`src/rtl/alu_share_arbiter.sv`:
```
// alu_share_arbiter
//
// Shares one single-cycle combinational ALU between two requesters using
// round-robin arbitration.
//   - Port 0 is the execute stage.
//   - Port 1 is the address/branch-compare helper.
// The granted request drives the ALU function select and operands. The ALU
// result is captured into a one-entry registered response buffer, together
// with the issuing port id and the requester's tag.
//
// Ports:
//   clk, rst              clock; synchronous active-high reset
//   req{0,1}_valid/ready  request handshake per port
//   req{0,1}_f/a/b/tag    request payload (one-hot op, operands, tag)
//   alu_f/a/b             drive to the shared ALU (all zero when idle)
//   alu_y                 combinational ALU result
//   rsp_valid/ready       response handshake
//   rsp_id/tag/y          issuing port, its tag and the captured result

module alu_share_arbiter #(
    parameter int unsigned DW    = 32,
    parameter int unsigned FW    = 12,
    parameter int unsigned TAG_W = 4
) (
    input  logic             clk,
    input  logic             rst,

    input  logic             req0_valid,
    output logic             req0_ready,
    input  logic [FW-1:0]    req0_f,
    input  logic [DW-1:0]    req0_a,
    input  logic [DW-1:0]    req0_b,
    input  logic [TAG_W-1:0] req0_tag,

    input  logic             req1_valid,
    output logic             req1_ready,
    input  logic [FW-1:0]    req1_f,
    input  logic [DW-1:0]    req1_a,
    input  logic [DW-1:0]    req1_b,
    input  logic [TAG_W-1:0] req1_tag,

    output logic [FW-1:0]    alu_f,
    output logic [DW-1:0]    alu_a,
    output logic [DW-1:0]    alu_b,
    input  logic [DW-1:0]    alu_y,

    output logic             rsp_valid,
    input  logic             rsp_ready,
    output logic             rsp_id,
    output logic [TAG_W-1:0] rsp_tag,
    output logic [DW-1:0]    rsp_y
);

    // Round-robin pointer: the port that wins when both are valid.
    logic             ptr_q, ptr_d;
    logic             rsp_valid_q, rsp_valid_d;
    logic             rsp_id_q, rsp_id_d;
    logic [TAG_W-1:0] rsp_tag_q, rsp_tag_d;
    logic [DW-1:0]    rsp_y_q, rsp_y_d;

    logic can_issue;
    logic grant0, grant1;

    // Grant logic. Reset blocks any grant so a request pending at reset is
    // never accepted. alu_y does not feed any of this.
    always_comb begin
        can_issue = ~rst & (~rsp_valid_q | rsp_ready);
        grant0    = can_issue & req0_valid & (~req1_valid | ~ptr_q);
        grant1    = can_issue & req1_valid & (~req0_valid | ptr_q);
    end

    assign req0_ready = grant0;
    assign req1_ready = grant1;

    // ALU drive: zero on idle cycles so the ALU produces 0.
    always_comb begin
        alu_f = '0;
        alu_a = '0;
        alu_b = '0;
        if (grant0) begin
            alu_f = req0_f;
            alu_a = req0_a;
            alu_b = req0_b;
        end else if (grant1) begin
            alu_f = req1_f;
            alu_a = req1_a;
            alu_b = req1_b;
        end
    end

    // Next state. A grant always fills the buffer, which also covers the
    // simultaneous drain-and-fill case. A drain without a grant only clears
    // the valid flag; the payload is left as it was.
    always_comb begin
        ptr_d       = ptr_q;
        rsp_valid_d = rsp_valid_q;
        rsp_id_d    = rsp_id_q;
        rsp_tag_d   = rsp_tag_q;
        rsp_y_d     = rsp_y_q;

        if (grant0 || grant1) begin
            rsp_valid_d = 1'b1;
            rsp_id_d    = grant1;
            rsp_tag_d   = grant1 ? req1_tag : req0_tag;
            rsp_y_d     = alu_y;
            ptr_d       = grant0;
        end else if (rsp_ready) begin
            rsp_valid_d = 1'b0;
        end
    end

    always_ff @(posedge clk) begin
        if (rst) begin
            ptr_q       <= 1'b0;
            rsp_valid_q <= 1'b0;
            rsp_id_q    <= 1'b0;
            rsp_tag_q   <= '0;
            rsp_y_q     <= '0;
        end else begin
            ptr_q       <= ptr_d;
            rsp_valid_q <= rsp_valid_d;
            rsp_id_q    <= rsp_id_d;
            rsp_tag_q   <= rsp_tag_d;
            rsp_y_q     <= rsp_y_d;
        end
    end

    assign rsp_valid = rsp_valid_q;
    assign rsp_id    = rsp_id_q;
    assign rsp_tag   = rsp_tag_q;
    assign rsp_y     = rsp_y_q;

endmodule

```
`config.mk`:
```
export PLATFORM = sky130hd
export DESIGN_NAME = alu_share_arbiter
export DESIGN_NICKNAME = d
export VERILOG_FILES = /design/src/rtl/alu_share_arbiter.sv
export SDC_FILE = /design/constraint.sdc
export NUM_CORES = 1
export LEC_CHECK = 0
export ABC_AREA = 1
export CAP_MARGIN = 10
export CORE_AREA = 2 2 122 124
export CTS_BUF_LIST = sky130_fd_sc_hd__clkbuf_4 sky130_fd_sc_hd__clkbuf_8
export DETAILED_ROUTE_END_ITERATION = 16
export DIE_AREA = 0 0 124 126
export HOLD_SLACK_MARGIN = 0.12
export PLACE_DENSITY = 0.68
export SLEW_MARGIN = 40
export SYNTH_ARGS = -nofsm -noshare
export SYNTH_HDL_FRONTEND = slang
export SYNTH_SLANG_ARGS = --single-unit
```
`constraint.sdc`:
```
create_clock -name clk -period 1.7 [get_ports clk]
set_input_delay 0.255 -clock clk [delete_from_list [all_inputs] [get_ports clk]]
set_output_delay 0.255 -clock clk [all_outputs]
set_load 0.05 [all_outputs]
```
* After elaboration in Yosys (flattened, before gate mapping) *
Cells that the tools add are included.

word-level totals
  register bits = 39
  output and inout bits = 116
  bits of input ports = 197
  logic and storage cells = 29

operators by class
  reduce and logical (&&, ||, !) cells = 2
  muxes and demuxes = 9
  bitwise operators = 13

operators with widths
  kind                number
  32-bit 2-to-1 mux   4
  12-bit 2-to-1 mux   2
  1-bit bitwise AND   5
  1-bit NOT           5
  4-bit 2-to-1 mux    1
  1-bit bitwise OR    3
  1-bit 2-to-1 mux    2
  2-bit nonzero test  1
  1-bit logical OR    1

* Logic depth before layout (Yosys ltp) *
  depth after elaboration = 7
  depth in mapped cells = 9
  gate-level depth less buffers = 8

* Least setup slack after synthesis *
OpenSTA, ideal clock, no wires.

  path type = register to output
  start point = reg rsp_valid_q (netlist: rsp_valid)
  end point = out alu_f[10]
  cell stages (with the launch flop) = 8
  setup slack = -305 ps
  data required time = 1445 ps
  buffers on the path = 2
  arrival = 1750 ps
  cell sequence = dfxtp_1 -> nand2_1 -> nand2_4 -> nor2_4 -> buf_4 -> buf_4 -> nand2_1 -> nand2_1

RTL lines
  what                            RTL line  text
  from (decl)                     56        logic rsp_valid_q, rsp_valid_d;
  from (signal assigned)          121       rsp_valid_q <= rsp_valid_d;
  1-bit NOT                       67        can_issue = ~rst & (~rsp_valid_q | rsp_ready);
  1-bit bitwise OR                67
  1-bit bitwise AND               67
  1-bit bitwise AND (2 in a row)  68        grant0 = can_issue & req0_valid & (~req1_valid | ~ptr_q);
  via req0_ready                  29        output logic req0_ready,
  12-bit 2-to-1 mux               80        if (grant0) begin
  to (decl)                       42        output logic [FW-1:0] alu_f,

The timed path passes the listed nets, and every way through them passes these cells.

* Worst setup path after layout *
  start point = reg ptr_q
  end point = out alu_a[15]

between the ends
  word-level cells in the longest chain between the ends = 4

ends and longest elaborated chain
  what                                                    RTL line  text
  from (decl)                                             55        logic ptr_q, ptr_d;
  from (signal assigned)                                  120       ptr_q <= ptr_d;
  1-bit bitwise OR or 1-bit NOT (tied branches)           69, 68
  1-bit bitwise AND or 1-bit bitwise OR (tied branches)   69, 68
  32-bit 2-to-1 mux or 1-bit bitwise AND (tied branches)  84, 68
  32-bit 2-to-1 mux *                                     80
  to (decl)                                               43        output logic [DW-1:0] alu_a,

Mark *: on every way between the ends. The rest lies on a longest branch, timed or not.

==> results.sh <==
export IMPL_yosys_top_cells_area="nand2_1 (37%), dfxtp_1 (31%), nor2_1 (11%), o21ai_0 (6.2%), buf_4 (3.9%)"
export IMPL_finalClockSkew_ns=0.0123
export IMPL_finalCritPeriodShare=1.09
export IMPL_finalMaxSlewViolations=0
export IMPL_cts_buffers=5
export IMPL_io_pins=313
export IMPL_ys_seq_area_frac=0.314
export IMPL_cts_tree="yes"
export IMPL_ff2ff_setup_slack_ns=0.06
export IMPL_synth_main_ff_cell="dfxtp_1"
export IMPL_ant_nets=0
export IMPL_drt_iter0_drc=146
export IMPL_synth_top_cells_by_count="nand2_1 (245), nor2_1 (73), dfxtp_1 (39)"
export IMPL_violations="negative setup slack"
export IMPL_n_fill_cell=1274
export IMPL_viasPerCell=4.24
export IMPL_synth_cells=445
export IMPL_antenna_found_initial=0
export IMPL_synth_avg_cell_area_um2=5.59
export IMPL_area_delta_synth_final_pct=225
export IMPL_min_delay_path_class="in2reg"
export IMPL_syn_nets=642
export IMPL_path_max_fanout=5
export IMPL_grtUsageTotal=0.178
export IMPL_ir_drop_mv=0.384
export IMPL_cap_violations=0
export IMPL_async_reset_ff_frac=0
export IMPL_total_power_mw=4.47
export IMPL_cts_clk_slew_worst_paths_ns=0.08
export IMPL_powerDensity_nw_per_um2=553
export IMPL_die_y_um=126
export IMPL_worst_ep_arrival_time_ns=1.60
export IMPL_first_global_vias=3925
export IMPL_final_nets=993
export IMPL_die_w_um=124
export IMPL_ys_types=19
export IMPL_setup_viol=77
export IMPL_wl_um=16300
export IMPL_htreeDepth=2
export IMPL_hold_viol=0
export IMPL_ys_seq_elements=39
export IMPL_final_setup_worst_slack_ns=-0.153
export IMPL_drcViolationCount=0
export IMPL_drt_first_pass_iters=4
export IMPL_preCtsSetupSlack_ns=-0.390
export IMPL_dieArea_um2=15600
export IMPL_synth_edf_count=0
export IMPL_clockBufferDepth=2
export IMPL_yosysTopAreaCell="nand2_1"
export IMPL_n_antenna_cell=0
export IMPL_p_leak_nw=3.73
export IMPL_gr_total_overflow=0
export IMPL_critPathRequiredTime_ns=1.44
export IMPL_synth_area_um2=2490
export IMPL_clock_sinks=39
export IMPL_root_buffer="clkbuf_8"
export IMPL_clk_latency_ns=0.29
export IMPL_end_kind="primary output"
export IMPL_start_kind="flip-flop"
export IMPL_ys_warn_count=0
export IMPL_path_class="reg2out"
export IMPL_port_buffers=312
export IMPL_grt_first_pass_wirelength_um=21700
export IMPL_rsz0062_at_grt="true"
export IMPL_hpwlAfterDp_um=10500
export IMPL_drive_above_1_share=0.438
export IMPL_vias=4148
export IMPL_ctsHoldBuffers=0
export IMPL_grt_max_degree=34
export IMPL_fmax_ghz=0.540
export IMPL_outcome="finished, violations left"
export IMPL_tightest_slew_ns=0.303
export IMPL_slew_headroom=0.798
export IMPL_synth_top_area_frac=0.370
export IMPL_wl_per_cell_um=16.7
export IMPL_fp_row_count=44
export IMPL_gp_congestion=0.773
export IMPL_final_min_clock_period_ns=1.85
export IMPL_core_region_area_um2=14300
export IMPL_start_util=0.174
export IMPL_synth_most_common_cell="nand2_1"
[placed cells by master, fill, tap and decap left out, types with 3 or more instances in the layout]
cell type        instances
a21oi_1                  5
buf_12                  91
buf_16                   5
buf_4                   56
buf_6                    6
buf_8                    3
clkbuf_16               13
clkbuf_8                 5
clkdlybuf4s50_1        192
dfxtp_1                 37
dlygate4sd2_1            4
inv_1                   13
inv_2                    3
nand2_1                 92
nand2_2                 96
nand2_4                 59
nor2_1                  71
o21ai_0                 31
[path summary, 6_finish.rpt]
path / depth (start not counted) / endpoint / from
max: 10 / alu_a[15] / ptr_q$_SDFFE_PP0P_
min: 4 / rsp_valid$_SDFFE_PP0P_ / rsp_ready
max reg2reg: 11 / rsp_tag[0]$_SDFFE_PP0P_ / rsp_valid$_SDFFE_PP0P_
min reg2reg: 2 / rsp_valid$_SDFFE_PP0P_ / rsp_valid$_SDFFE_PP0P_
[per-layer routing]
metal / track usage / up-vias / part of all wire
met5: 0 / - / 0
met4: 0.0231 / 0 / 0.0088
met3: 0.0543 / 13 / 0.097
met2: 0.324 / 185 / 0.52
met1: 0.207 / 1904 / 0.37
li1: - / 2046 / -
[sequential cells by signal (all words and copies together), names as in the netlist]
signal,cells
rsp_tag,4
rsp_y,32
rsp_id,1
rsp_valid,1
ptr_q,1
[kinds of logic after synthesis]
group | Yosys count | synth area share
buffers and inverters | 43 | 0.0961
AND/OR/NAND/NOR | 323 | 0.508
AO/OA/AOI/OAI | 40 | 0.0820
flip-flops | 39 | 0.314
[per-stage QoR]
stage	instances	util	hold slack (ns)	instance area (um^2)	setup TNS, ns
6_report	979	0.565	0.452	8080	-7.61
5_1_grt	979	0.565	0.472	8080	-14.34
4_1_cts	958	0.521	0.474	7460	-10.69
3_5_place_dp	930	0.471	0.489	6750	-36.87
3_3_place_gp	930	0.471	0.481	6750	-36.03
2_1_floorplan	445	-	0.317	2710	-0.458
[report_power, final]
part / switching (mW) / internal (mW)
combinational: 1.45 / 1.39
clock: 0.328 / 0.273
sequential: 0.0419 / 0.996
[timing repair]
item                                    in CTS  in global routing
endpoints found under the setup margin      83                 99
pin swaps                                   19                 33
cloned                                       7                 16
resized for setup                           91                 74
setup buffers                               15                  9
[cell type report]
| class | instances | area [um^2] | share of cell area |
|---|---|---|---|
| Timing Repair Buffer | 370 | 4770 | 0.591 |
| Multi-Input combinational cell | 364 | 2160 | 0.267 |
| Sequential cell | 39 | 783 | 0.0969 |
| Tap cell | 184 | 230 | 0.0285 |
| Clock buffer | 5 | 68.8 | 0.00851 |
| Inverter | 16 | 60.1 | 0.00743 |
| Clock inverter | 1 | 7.51 | 0.000929 |
[critical path, stage by stage, from the launching register on]
cell and delay (ns):
dfxtp_2 0.35, inv_2 0.04, nand2_2 0.06, nand2_4 0.07
nor2_8 0.12, buf_12 0.12, buf_12 0.13, buf_16 0.14
nand2_2 0.06, nand2_2 0.08, buf_12 0.14
No activity file was read; power rests on OpenSTA's default activity.
